File: src/rtl/warp_pending_tracker_pkg.sv
// warp_pending_tracker_pkg: scheduler-shared drain FSM states and warp-id width helper.
package warp_pending_tracker_pkg;
  localparam int NUM_WARPS_DEF = 4;
  localparam int MAX_PENDING_DEF = 15;
  typedef enum logic [1:0] {DRAIN_IDLE, DRAIN_WAIT, DRAIN_DONE} drain_state_e;
  function automatic int id_w(input int n);
    return n > 1 ? $clog2(n) : 1;
  endfunction
  localparam int NW_W_DEF = id_w(NUM_WARPS_DEF);
endpackage

File: src/rtl/warp_pending_tracker_if.sv
// warp_pending_tracker_if: issue, commit, drain and status signals of the pending tracker.
interface warp_pending_tracker_if #(
  parameter int NUM_WARPS = warp_pending_tracker_pkg::NUM_WARPS_DEF,
  parameter int NW_W = warp_pending_tracker_pkg::id_w(NUM_WARPS)
);
  logic                 issue_valid;
  logic [NW_W-1:0]      issue_wid;
  logic                 issue_ready;
  logic [NUM_WARPS-1:0] committed_warps;
  logic                 drain_valid;
  logic [NW_W-1:0]      drain_wid;
  logic                 drain_ready;
  logic                 drain_done;
  logic [NW_W-1:0]      drain_done_wid;
  logic [NUM_WARPS-1:0] pending_mask;
  logic                 busy;
  logic                 underflow_err;
  modport master (
    output issue_valid, issue_wid, committed_warps, drain_valid, drain_wid,
    input  issue_ready, drain_ready, drain_done, drain_done_wid, pending_mask, busy, underflow_err
  );
  modport slave (
    input  issue_valid, issue_wid, committed_warps, drain_valid, drain_wid,
    output issue_ready, drain_ready, drain_done, drain_done_wid, pending_mask, busy, underflow_err
  );
endinterface

File: src/rtl/warp_pending_tracker_pending_counter.sv
// pending_counter: saturating in-flight counter; a same-cycle inc and dec cancel.
module pending_counter #(
  parameter int CTR_W = 4,
  parameter int MAX = 15
) (
  input  logic             clk,
  input  logic             reset,
  input  logic             inc,
  input  logic             dec,
  output logic [CTR_W-1:0] count,
  output logic             zero,
  output logic             full,
  output logic             underflow
);
  localparam logic [CTR_W-1:0] MAX_C = CTR_W'(MAX);
  logic [CTR_W-1:0] count_q, count_d;
  assign zero = count_q == '0;
  assign full = count_q == MAX_C;
  assign underflow = dec && !inc && zero;
  assign count = count_q;
  always_comb
    count_d = (inc && !dec && !full) ? count_q + CTR_W'(1) :
              (dec && !inc && !zero) ? count_q - CTR_W'(1) : count_q;
  always_ff @(posedge clk)
    count_q <= reset ? '0 : count_d;
endmodule

File: src/rtl/warp_pending_tracker.sv
// warp_pending_tracker: per-warp in-flight counters with issue backpressure and a drain fence port.
module warp_pending_tracker
  import warp_pending_tracker_pkg::*;
#(
  parameter int NUM_WARPS = NUM_WARPS_DEF,
  parameter int MAX_PENDING = MAX_PENDING_DEF
) (
  input logic clk,
  input logic reset,
  warp_pending_tracker_if.slave bus
);
  localparam int CTR_W = $clog2(MAX_PENDING + 1);
  localparam int NW_W = id_w(NUM_WARPS);
  logic [CTR_W-1:0]     cnt [NUM_WARPS];
  logic [NUM_WARPS-1:0] zero, full, uf;
  logic                 fire;
  drain_state_e         state_q, state_d;
  logic [NW_W-1:0]      drain_wid_q, drain_wid_d;
  logic                 underflow_err_q, underflow_err_d;
  // A full warp may still take an issue when its commit lands in the same cycle.
  assign bus.issue_ready = !(full[bus.issue_wid] && !bus.committed_warps[bus.issue_wid]) &&
                           !(state_q == DRAIN_WAIT && bus.issue_wid == drain_wid_q);
  assign fire = bus.issue_valid && bus.issue_ready;
  for (genvar g = 0; g < NUM_WARPS; g++) begin : g_ctr
    pending_counter #(.CTR_W(CTR_W), .MAX(MAX_PENDING)) u_ctr (
      .clk       (clk),
      .reset     (reset),
      .inc       (fire && bus.issue_wid == NW_W'(g)),
      .dec       (bus.committed_warps[g]),
      .count     (cnt[g]),
      .zero      (zero[g]),
      .full      (full[g]),
      .underflow (uf[g])
    );
  end
  always_comb begin
    state_d = state_q == DRAIN_IDLE ? (bus.drain_valid ? DRAIN_WAIT : DRAIN_IDLE) :
              state_q == DRAIN_WAIT ? (cnt[drain_wid_q] == '0 ? DRAIN_DONE : DRAIN_WAIT) :
              DRAIN_IDLE;
    drain_wid_d = (state_q == DRAIN_IDLE && bus.drain_valid) ? bus.drain_wid : drain_wid_q;
    underflow_err_d = underflow_err_q || |uf;
  end
  always_ff @(posedge clk) begin
    state_q <= reset ? DRAIN_IDLE : state_d;
    drain_wid_q <= reset ? '0 : drain_wid_d;
    underflow_err_q <= reset ? 1'b0 : underflow_err_d;
  end
  assign bus.drain_ready = state_q == DRAIN_IDLE;
  assign bus.drain_done = state_q == DRAIN_DONE;
  assign bus.drain_done_wid = drain_wid_q;
  assign bus.pending_mask = ~zero;
  assign bus.busy = |(~zero);
  assign bus.underflow_err = underflow_err_q;
endmodule

File: src/flat_wrapper.sv
// flat-port wrapper written by rule: the top's interface ports become plain ports
module warp_pending_tracker_flat import warp_pending_tracker_pkg::*;
#(
  parameter int NUM_WARPS = NUM_WARPS_DEF,
  parameter int MAX_PENDING = MAX_PENDING_DEF
)
  (clk, reset, bus_issue_valid, bus_issue_wid, bus_committed_warps, bus_drain_valid, bus_drain_wid, bus_issue_ready, bus_drain_ready, bus_drain_done, bus_drain_done_wid, bus_pending_mask, bus_busy, bus_underflow_err);
  warp_pending_tracker_if #(.NUM_WARPS(NUM_WARPS), .NW_W(2)) bus_i ();
  input logic clk;
  input logic reset;
  input wire logic [$bits(bus_i.issue_valid)-1:0] bus_issue_valid;
  input wire logic [$bits(bus_i.issue_wid)-1:0] bus_issue_wid;
  input wire logic [$bits(bus_i.committed_warps)-1:0] bus_committed_warps;
  input wire logic [$bits(bus_i.drain_valid)-1:0] bus_drain_valid;
  input wire logic [$bits(bus_i.drain_wid)-1:0] bus_drain_wid;
  output wire logic [$bits(bus_i.issue_ready)-1:0] bus_issue_ready;
  output wire logic [$bits(bus_i.drain_ready)-1:0] bus_drain_ready;
  output wire logic [$bits(bus_i.drain_done)-1:0] bus_drain_done;
  output wire logic [$bits(bus_i.drain_done_wid)-1:0] bus_drain_done_wid;
  output wire logic [$bits(bus_i.pending_mask)-1:0] bus_pending_mask;
  output wire logic [$bits(bus_i.busy)-1:0] bus_busy;
  output wire logic [$bits(bus_i.underflow_err)-1:0] bus_underflow_err;
  assign bus_i.issue_valid = bus_issue_valid;
  assign bus_i.issue_wid = bus_issue_wid;
  assign bus_i.committed_warps = bus_committed_warps;
  assign bus_i.drain_valid = bus_drain_valid;
  assign bus_i.drain_wid = bus_drain_wid;
  assign bus_issue_ready = bus_i.issue_ready;
  assign bus_drain_ready = bus_i.drain_ready;
  assign bus_drain_done = bus_i.drain_done;
  assign bus_drain_done_wid = bus_i.drain_done_wid;
  assign bus_pending_mask = bus_i.pending_mask;
  assign bus_busy = bus_i.busy;
  assign bus_underflow_err = bus_i.underflow_err;
  warp_pending_tracker #(.NUM_WARPS(NUM_WARPS), .MAX_PENDING(MAX_PENDING)) u_core (.clk(clk), .reset(reset), .bus(bus_i));
endmodule
File: config.mk
export PLATFORM = sky130hd
export DESIGN_NAME = warp_pending_tracker_flat
export DESIGN_NICKNAME = d
export VERILOG_FILES = /design/src/rtl/warp_pending_tracker_pkg.sv /design/src/rtl/warp_pending_tracker_if.sv /design/src/rtl/warp_pending_tracker_pending_counter.sv /design/src/rtl/warp_pending_tracker.sv /design/src/flat_wrapper.sv
export SDC_FILE = /design/constraint.sdc
export NUM_CORES = 1
export LEC_CHECK = 0
export ABC_AREA = 1
export BUFFER_PORTS_ARGS = -buffer_cell sky130_fd_sc_hd__buf_4
export CORE_MARGIN = 2
export CORE_UTILIZATION = 55
export CTS_BUF_LIST = sky130_fd_sc_hd__clkbuf_4 sky130_fd_sc_hd__clkbuf_8 sky130_fd_sc_hd__clkbuf_16
export DETAILED_ROUTE_END_ITERATION = 10
export PLACE_DENSITY = 0.77
export REMOVE_ABC_BUFFERS = 1
export SETUP_SLACK_MARGIN = 0.2
export SYNTH_ARGS = -nofsm -noshare
export SYNTH_HDL_FRONTEND = slang
export SYNTH_SLANG_ARGS = --single-unit
File: constraint.sdc
create_clock -name clk -period 2.8 [get_ports clk]
set_clock_uncertainty 0.05 [all_clocks]
set_input_delay 0.14 -clock clk [delete_from_list [all_inputs] [get_ports clk]]
set_output_delay 0.14 -clock clk [all_outputs]
set_load 0.02 [all_outputs]
==> results of run 1 <==
## final cells by class
type                            count  area (µm²)
Multi-Input combinational cell    176        1070
Fill cell                         275         918
Sequential cell                    21         437
Timing Repair Buffer               22         165
Inverter                           32         123
Tap cell                           31        38.8
Clock buffer                        4        30.0
## cell usage after synthesis, drive strengths merged
cell type / instances / area (µm²)
ha: 8 / 100
o22ai: 1 / 6.26
nor4: 3 / 18.8
o21bai: 1 / 7.51
buf: 1 / 7.51
fa: 4 / 80.1
nor2: 30 / 130
nand2: 52 / 233
inv: 31 / 119
nand3: 27 / 160
clkbuf: 1 / 3.75
xnor2: 2 / 17.5
a31oi: 4 / 25.0
dfxtp: 21 / 420
a21oi: 17 / 119
nand3b: 3 / 22.5
and2: 1 / 6.26
o21ai: 8 / 40.0
xor2: 3 / 26.3
nand4: 9 / 56.3
clkinv: 1 / 3.75
nor3: 3 / 15.0
## worst paths after layout
path / slack (ns) / endpoint / cells after the start / start
worst max-delay path: 0.44 / u_core.g_ctr[2].u_ctr.count[3] / 15 / u_core.g_ctr[3].u_ctr.count[2]
worst min-delay path: 0.05 / u_core.g_ctr[0].u_ctr.count[1] / 2 / reset
worst max register to register: 0.44 / u_core.g_ctr[2].u_ctr.count[3] / 15 / u_core.g_ctr[3].u_ctr.count[2]
worst min register to register: 0.48 / u_core.g_ctr[1].u_ctr.count[2] / 2 / u_core.g_ctr[1].u_ctr.count[2]
## timing repair
action | CTS | global route
buffers inserted | 0 | 0
endpoints found under the setup margin | 0 | 4
gates resized for setup | 0 | 12
## where the power goes
| group | internal (W) | leakage [nW] | switching (W) |
|---|---|---|---|
| Combinational | 0.000470 | 0.645 | 0.000687 |
| Sequential | 0.000429 | 0.177 | 0.000138 |
| Clock | 0.0000654 | 0.0184 | 0.0000996 |
| Total | 0.000964 | 0.840 | 0.000924 |
## flip-flops by register name, summed over array words and instances, names as in the netlist
name / count
u_core.g_ctr.u_ctr.count: 16
u_core.bus.drain_done_wid: 2
u_core.state_q: 2
u_core.bus.underflow_err: 1
## metrics by stage
step	area, µm²	hold WS (ns)	std cells	setup slack (ns)	power (W)
finish	1860	0.0507	286	0.436	0.00189
global route	1860	0.0429	286	0.207	0.00208
CTS	1840	0.0539	286	0.341	0.00187
detailed placement	1810	0.378	282	0.370	0.00171
global placement	1810	0.371	282	0.384	0.00169
floorplan	1610	0.152	229	0.677	0.00137
## routing by layer
layer | vias up | global-route usage
met2 | 24 | 0.381
met1 | 698 | 0.311
met3 | 5 | 0.0268
li1 | 813 | -
met4 | 0 | 0.0598
met5 | - | 0
## kinds of logic (layout without fill, tap and decap cells)
group	Yosys count	after routing	share of synthesized area
fa+ha+maj	12	12	0.111
xor+xnor	5	5	0.0271
flops	21	21	0.260
buf+inv	34	58	0.0828
compound gates	31	31	0.122
simple gates	128	128	0.397
## worst register-to-register path, cell delays in order, from the launching register on
cell and delay (ns):
sky130_fd_sc_hd__dfxtp_1 0.41, sky130_fd_sc_hd__nand2_1 0.08, sky130_fd_sc_hd__nor2_1 0.14, sky130_fd_sc_hd__nor2_2 0.05, sky130_fd_sc_hd__nor2_1 0.13, sky130_fd_sc_hd__nand3_2 0.15, sky130_fd_sc_hd__nand3_2 0.14, sky130_fd_sc_hd__inv_4 0.08
sky130_fd_sc_hd__nand2_4 0.11, sky130_fd_sc_hd__ha_1 0.28, sky130_fd_sc_hd__nand2_1 0.08, sky130_fd_sc_hd__nand2_1 0.06, sky130_fd_sc_hd__a31oi_2 0.16, sky130_fd_sc_hd__nand4_1 0.15, sky130_fd_sc_hd__a21oi_1 0.16, sky130_fd_sc_hd__nor2_1 0.06
==> impl_summary.txt, run 1 <==
----------------------------------------------------
[Routing]
  Iteration-0 DRC count of the detailed router ... 66
  Number of antenna-violating nets in the routed design ... 0
  Number of iterations in the first detailed-routing pass ... 4
  Average vias per placed instance ... 5.38
  Routed length on met1 ... 1710 µm
  WL met2 ... 1630 µm
  Post-route DRC ... 0
  Metal3 WL ... 119 µm
  Routed wire length ... 3500 µm
  Highest metal layer with signal wires ... met4
  Via count of the routed design ... 1,540
  Post-detailed-route wirelength per cell ... 12.2 µm

[Logic synthesis]
  Cell area after technology mapping ... 0.00162 mm²
  Post-synthesis sequential area ratio ... 0.260
  Instance count of the mapped netlist ... 231
  Syn Area/Cell ... 7.00 µm²
  Syn. warnings ... 0
  Number of distinct library cell variants in the gate-level netlist after synthesis ... 31
  Flip-flop and latch count after synthesis ... 21

[Placement]
  Routability congestion estimate from global placement ... 0.867
  HPWL Detailed ... 2750 µm
  Port Buffers ... 22

[Timing]
  Post-route clock period utilization ... 0.844
  TNS Setup ... 0 ns
  Slew Viols, Final ... 0
  Final critical-path required period ... 2.36 ns
  Setup Viol. Count Final ... 0
  Worst Tran Pin Value ... 0.633 ns
  Slew Limit Headroom ... 0.574
  Maximum clock frequency ... 423 MHz
  Unrepaired setup endpoints after global routing ... no
  Count of endpoints failing hold in the final timing report ... 0

[Finish]
  Post-layout net count ... 280
  Ant diodes ... 0
  Post-layout util ... 0.670
  Most common cell after layout, fill and taps aside ... sky130_fd_sc_hd__nand2_1
  Share of post-route cells with drive strength above 1 ... 0.267
  Most frequent cells in the layout ... 43 x sky130_fd_sc_hd__nand2_1, 27 x sky130_fd_sc_hd__inv_1, 25 x sky130_fd_sc_hd__nor2_1, 22 x sky130_fd_sc_hd__nand3_1, 22 x sky130_fd_sc_hd__buf_4
  Area growth from synthesis to layout ... 15.2%

[Die]
  Number of cell rows ... 19
  IO Count ... 23
  Placeable core region ... 0.00278 mm²
  Die outline area ... 0.00339 mm²
  Starting utilization of the core area ... 0.582
  DIE WIDTH ... 58.2 µm
  Height of the chip ... 58.2 µm

[Outcome]
  Result of the run ... completed

[GRT]
  Vias in the first global route ... 1,446
  Antenna violations before repair ... 0
  First-pass GRT wire length ... 6090 µm
  Overflow left after global routing ... 0
  Overall Global Routing Usage ... 0.228
  Pin count of the biggest net entering global routing ... 14

[Power and ir drop]
  Pwr Density ... 1010 mW/mm²
  Leakage power total ... 0.840 nW
  Largest voltage drop on the vdd net ... 914 µV

[Worst setup path]
  Top cell family by delay on the critical path ... simple AND/OR/NAND/NOR gates
  Critical path cell sequence ... nand2_1 -> nor2_1 -> nor2_2 -> nor2_1 -> nand3_2 -> nand3_2 -> inv_4 -> nand2_4 -> ha_1 -> nand2_1 -> nand2_1 -> a31oi_2 -> nand4_1 -> a21oi_1 -> nor2_1
  Sort of element at the end of the critical path ... flip-flop
  Required time at the worst-slack endpoint ... 2.98 ns
  Peak fanout along the critical path ... 7
  Delay contributed by the slowest stage of the critical path ... 0.41 ns
  Critical path arrival ... 2.54 ns
  Classification of the worst setup path ... reg -> reg
  Kind of start point of the critical path ... flip-flop
  Buf/Inv on CP ... 1
  Library cell contributing the largest single delay on the critical path ... sky130_fd_sc_hd__dfxtp_1

[Clock tree]
  Maximum number of buffers from clock root to sink ... 2
  Clk_lat worst skew ... 0.32 ns
  Sinks on Clock Net ... 21
  CTS H-tree lvls ... 1
  Clk slew on worst S/H paths ... 0.13 ns
  Clock tree from TritonCTS ... yes
  Clk root buf ... sky130_fd_sc_hd__clkbuf_4
  Post-cts hold buffer count ... 0
  Number of CTS-inserted buffers ... 3

[Job]
  Max_cap viols ... 0

[Worst hold path]
  Path category of the worst min-delay check ... in -> reg

----------------------------------------------------
(Power assumes the default switching activity.)
==> run 2, diff against run 1 <==
- CORE_UTILIZATION: 55 -> 51
- PLACE_DENSITY: 0.77 -> 0.75
- clock period: 2.8 -> 2.04 ns (I/O delays scaled with it)
==> run 2 against run 1 <==
  * The run now ends with setup timing left
  * Via count up 15%
  * Combinational power is 110% higher
  * Clock power grew 32%
  * Worst setup slack worse by 0.55 ns
  * Worst hold slack got worse by 0.044 ns
  * Non-clock buffer count up 51
  * Clock-buffer cell count fell by 1
  * Flip-flop and latch count unchanged
  * Cell area up 35%
  * Cell count increased by 22%
  * Total power up 79%
  * Critical path type unchanged
==> impl_summary.txt, run 2 (same netlist as run 1, synthesis figures left out) <==
----------------------------------------------------
[Worst setup path]
  Critical path arrival ... 2.33 ns (-0.21 ns)
  Critical path cell sequence ... nand2_2 -> nor2_4 -> nor2_2 -> nor2_2 -> nand3_2 -> nand3_4 -> nor2_4 -> inv_2 -> ha_4 -> nand2_2 -> nand2_2 -> a31oi_4 -> nand4_1 -> a21oi_1 -> nor2_1
  Reg2reg end ... u_core.g_ctr[3].u_ctr.count[3]
  Most numerous cell on the critical path ... sky130_fd_sc_hd__nand2_2
  Peak fanout along the critical path ... 3 (-4)
  Library cell contributing the largest single delay on the critical path ... sky130_fd_sc_hd__dfxtp_2
  Delay contributed by the slowest stage of the critical path ... 0.36 ns (-0.05 ns)
  Startpoint of the worst-slack reg-to-reg timing path ... u_core.g_ctr[0].u_ctr.count[1]
  Sort of element at the end of the critical path ... flip-flop
  Flop2flop setup slack ... -0.11 ns (-0.55 ns)
  Classification of the worst setup path ... reg -> reg
  Required time at the worst-slack endpoint ... 2.22 ns (-0.76 ns)
  Number of cells traversed by the worst register-to-register path ... 15 (unchanged)
  Top cell family by delay on the critical path ... simple AND/OR/NAND/NOR gates
  Kind of start point of the critical path ... flip-flop
  Buf/Inv on CP ... 1 (unchanged)

[Die]
  Height of the chip ... 60.3 µm (+3.6%)
  Starting utilization of the core area ... 0.534 (-0.0473)
  IO Count ... 23 (unchanged)
  DIE WIDTH ... 60.3 µm (+3.6%)
  Die outline area ... 0.00364 mm² (+7.3%)
  Number of cell rows ... 20 (+1)
  Placeable core region ... 0.00303 mm² (+8.9%)

[Routing]
  Number of antenna-violating nets in the routed design ... 0 (unchanged)
  Routed wire length ... 4370 µm (+25%)
  Post-detailed-route wirelength per cell ... 12.5 µm (+2.2%)
  Iteration-0 DRC count of the detailed router ... 113 (+71%)
  Post-route DRC ... 0 (unchanged)
  Number of iterations in the first detailed-routing pass ... 4 (unchanged)
  Via count of the routed design ... 1,770 (+15%)
  Average vias per placed instance ... 5.06 (-6.1%)

[GRT]
  Met3 layer usage reported by global route ... 0.0498 (+0.0230)
  Global-route met2 utilization ... 0.441 (+0.0595)
  Met1 layer usage reported by global route ... 0.343 (+0.0317)
  Antenna violations before repair ... 0 (unchanged)
  Pin count of the biggest net entering global routing ... 14 (unchanged)
  First-pass GRT wire length ... 7100 µm (+17%)
  Overall Global Routing Usage ... 0.256 (+0.0278)
  Layer carrying the most global-route usage ... met2
  Overflow left after global routing ... 0 (unchanged)
  Vias in the first global route ... 1,632 (+13%)

[Worst hold path]
  End point of the most critical hold path ... u_core.bus.drain_done_wid[1]
  Hold Crit Depth ... 3 (+1)
  Path category of the worst min-delay check ... in -> reg
  Hold Path Origin ... bus_drain_wid[1]

[Timing]
  TNS Setup ... -0.347 ns (-0.347 ns)
  Worst Tran Pin Value ... 0.330 ns (-0.303 ns)
  Unrepaired setup endpoints after global routing ... yes
  Setup Viol. Count Final ... 6 (+6)
  Post-route worst setup slack ... -0.111 ns (-0.546 ns)
  Slew Viols, Final ... 0 (unchanged)
  Slew Limit Headroom ... 0.779 (+0.204)
  Final critical-path required period ... 2.15 ns (-0.214 ns)
  Maximum clock frequency ... 465 MHz (+9.9%)
  Worst slack on hold paths ... 0.00705 ns (-0.0436 ns)
  Count of endpoints failing hold in the final timing report ... 0 (unchanged)
  Post-route clock period utilization ... 1.05 (+0.210)

[Clock tree]
  Clk root buf ... sky130_fd_sc_hd__clkbuf_4
  Clock tree from TritonCTS ... yes
  CTS H-tree lvls ... 1 (unchanged)
  Number of CTS-inserted buffers ... 3 (unchanged)
  Clk_lat worst skew ... 0.32 ns (about the same)
  Sinks on Clock Net ... 21 (unchanged)
  Clk slew on worst S/H paths ... 0.13 ns (about the same)
  Maximum number of buffers from clock root to sink ... 2 (unchanged)

[Power and ir drop]
  Pwr Density ... 1340 mW/mm² (+33%)
  Power Total ... 0.00338 W (+79%)
  Leakage power total ... 1.13 nW (+34%)
  Largest voltage drop on the vdd net ... 871 µV (-4.7%)

[Finish]
  Share of post-route cells with drive strength above 1 ... 0.542 (+0.276)
  Most frequent cells in the layout ... 66 x sky130_fd_sc_hd__buf_4, 29 x sky130_fd_sc_hd__nand2_1, 27 x sky130_fd_sc_hd__inv_1, 22 x sky130_fd_sc_hd__nand3_1, 19 x sky130_fd_sc_hd__nand2_2
  Post-layout util ... 0.829 (+0.160)
  Area growth from synthesis to layout ... 55.2%
  Ant diodes ... 0 (unchanged)
  Max FFs per register ... 16 (unchanged)
  Post-layout net count ... 331 (+18%)
  Final design instance area without fill ... 0.00251 mm² (+35%)
  Most common cell after layout, fill and taps aside ... sky130_fd_sc_hd__buf_4
  Number of filler instances in the final layout ... 199 (-28%)

[Placement]
  Port Buffers ... 22 (unchanged)
  HPWL Detailed ... 3120 µm (+13%)
  Routability congestion estimate from global placement ... 0.909 (+4.8%)
  Placed instance area ... 0.00213 mm² (+18%)

[Job]
  Max_cap viols ... 0 (unchanged)

[Outcome]
  Violated checks ... setup timing
  Result of the run ... finished with violations

----------------------------------------------------
run 2: worst reg2reg max path, cell delays in order, from the launching register on:
cell                      delay (ns)
sky130_fd_sc_hd__dfxtp_2        0.36
sky130_fd_sc_hd__nand2_2        0.07
sky130_fd_sc_hd__nor2_4         0.14
sky130_fd_sc_hd__nor2_2         0.06
sky130_fd_sc_hd__nor2_2         0.12
sky130_fd_sc_hd__nand3_2        0.11
sky130_fd_sc_hd__nand3_4        0.11
sky130_fd_sc_hd__nor2_4         0.05
sky130_fd_sc_hd__inv_2          0.09
sky130_fd_sc_hd__ha_4           0.22
sky130_fd_sc_hd__nand2_2        0.07
sky130_fd_sc_hd__nand2_2        0.07
sky130_fd_sc_hd__a31oi_4        0.16
sky130_fd_sc_hd__nand4_1        0.16
sky130_fd_sc_hd__a21oi_1        0.18
sky130_fd_sc_hd__nor2_1         0.06
run 2: routing by layer:
layer / vias to the layer above / part of all wire
met3: 4 / 0.039
met5: - / 0
li1: 917 / -
met1: 812 / 0.45
met4: 0 / 0.0066
met2: 37 / 0.51
run 2: worst max-delay path by stage:
stage,startpoint,slack [ns],to,depth (start not counted)
floorplan,u_core.g_ctr[1].u_ctr.count[0],-0.08,u_core.g_ctr[0].u_ctr.count[3],15
global placement,u_core.state_q[0],-0.14,u_core.g_ctr[2].u_ctr.count[3],16
detailed placement,u_core.state_q[0],-0.15,u_core.g_ctr[3].u_ctr.count[3],15
CTS,u_core.g_ctr[2].u_ctr.count[3],-0.03,u_core.g_ctr[2].u_ctr.count[3],16
global route,u_core.g_ctr[0].u_ctr.count[1],-0.22,u_core.g_ctr[3].u_ctr.count[3],15
finish,u_core.g_ctr[0].u_ctr.count[1],-0.11,u_core.g_ctr[3].u_ctr.count[3],15
run 2: power breakdown:
part	switching (W)	total, W	internal, W
logic	0.00132	0.00248	0.00116
clock network	0.000144	0.000217	0.0000735
registers	0.0000894	0.000680	0.000591
total	0.00156	0.00338	0.00182
run 2: per-stage QoR:
step | worst slack (ns) | std cells
6_report | -0.111 | 350
5_1_grt | -0.216 | 350
4_1_cts | -0.0267 | 346
3_5_place_dp | -0.154 | 336
3_3_place_gp | -0.138 | 336
2_1_floorplan | -0.0826 | 229
run 2: final cells by class:
type	instances	area, µm²	share of cell area
Tap cell	44	55.1	0.0219
Multi-Input combinational cell	176	1290	0.513
Inverter	32	125	0.0498
Sequential cell	21	442	0.176
Clock inverter	1	5.00	0.00199
Timing Repair Buffer	73	573	0.228
Clock buffer	3	22.5	0.00897
run 2: what timing repair did:
| item | in CTS | in global routing |
|---|---|---|
| hold buffers | 0 | 1 |
| resized for setup | 34 | 39 |
| setup buffers | 6 | 3 |
| pin swaps | 18 | 30 |
| gates cloned | 0 | 0 |
| endpoints found under the setup margin | 13 | 20 |
| hold endpoints to repair | 0 | 1 |
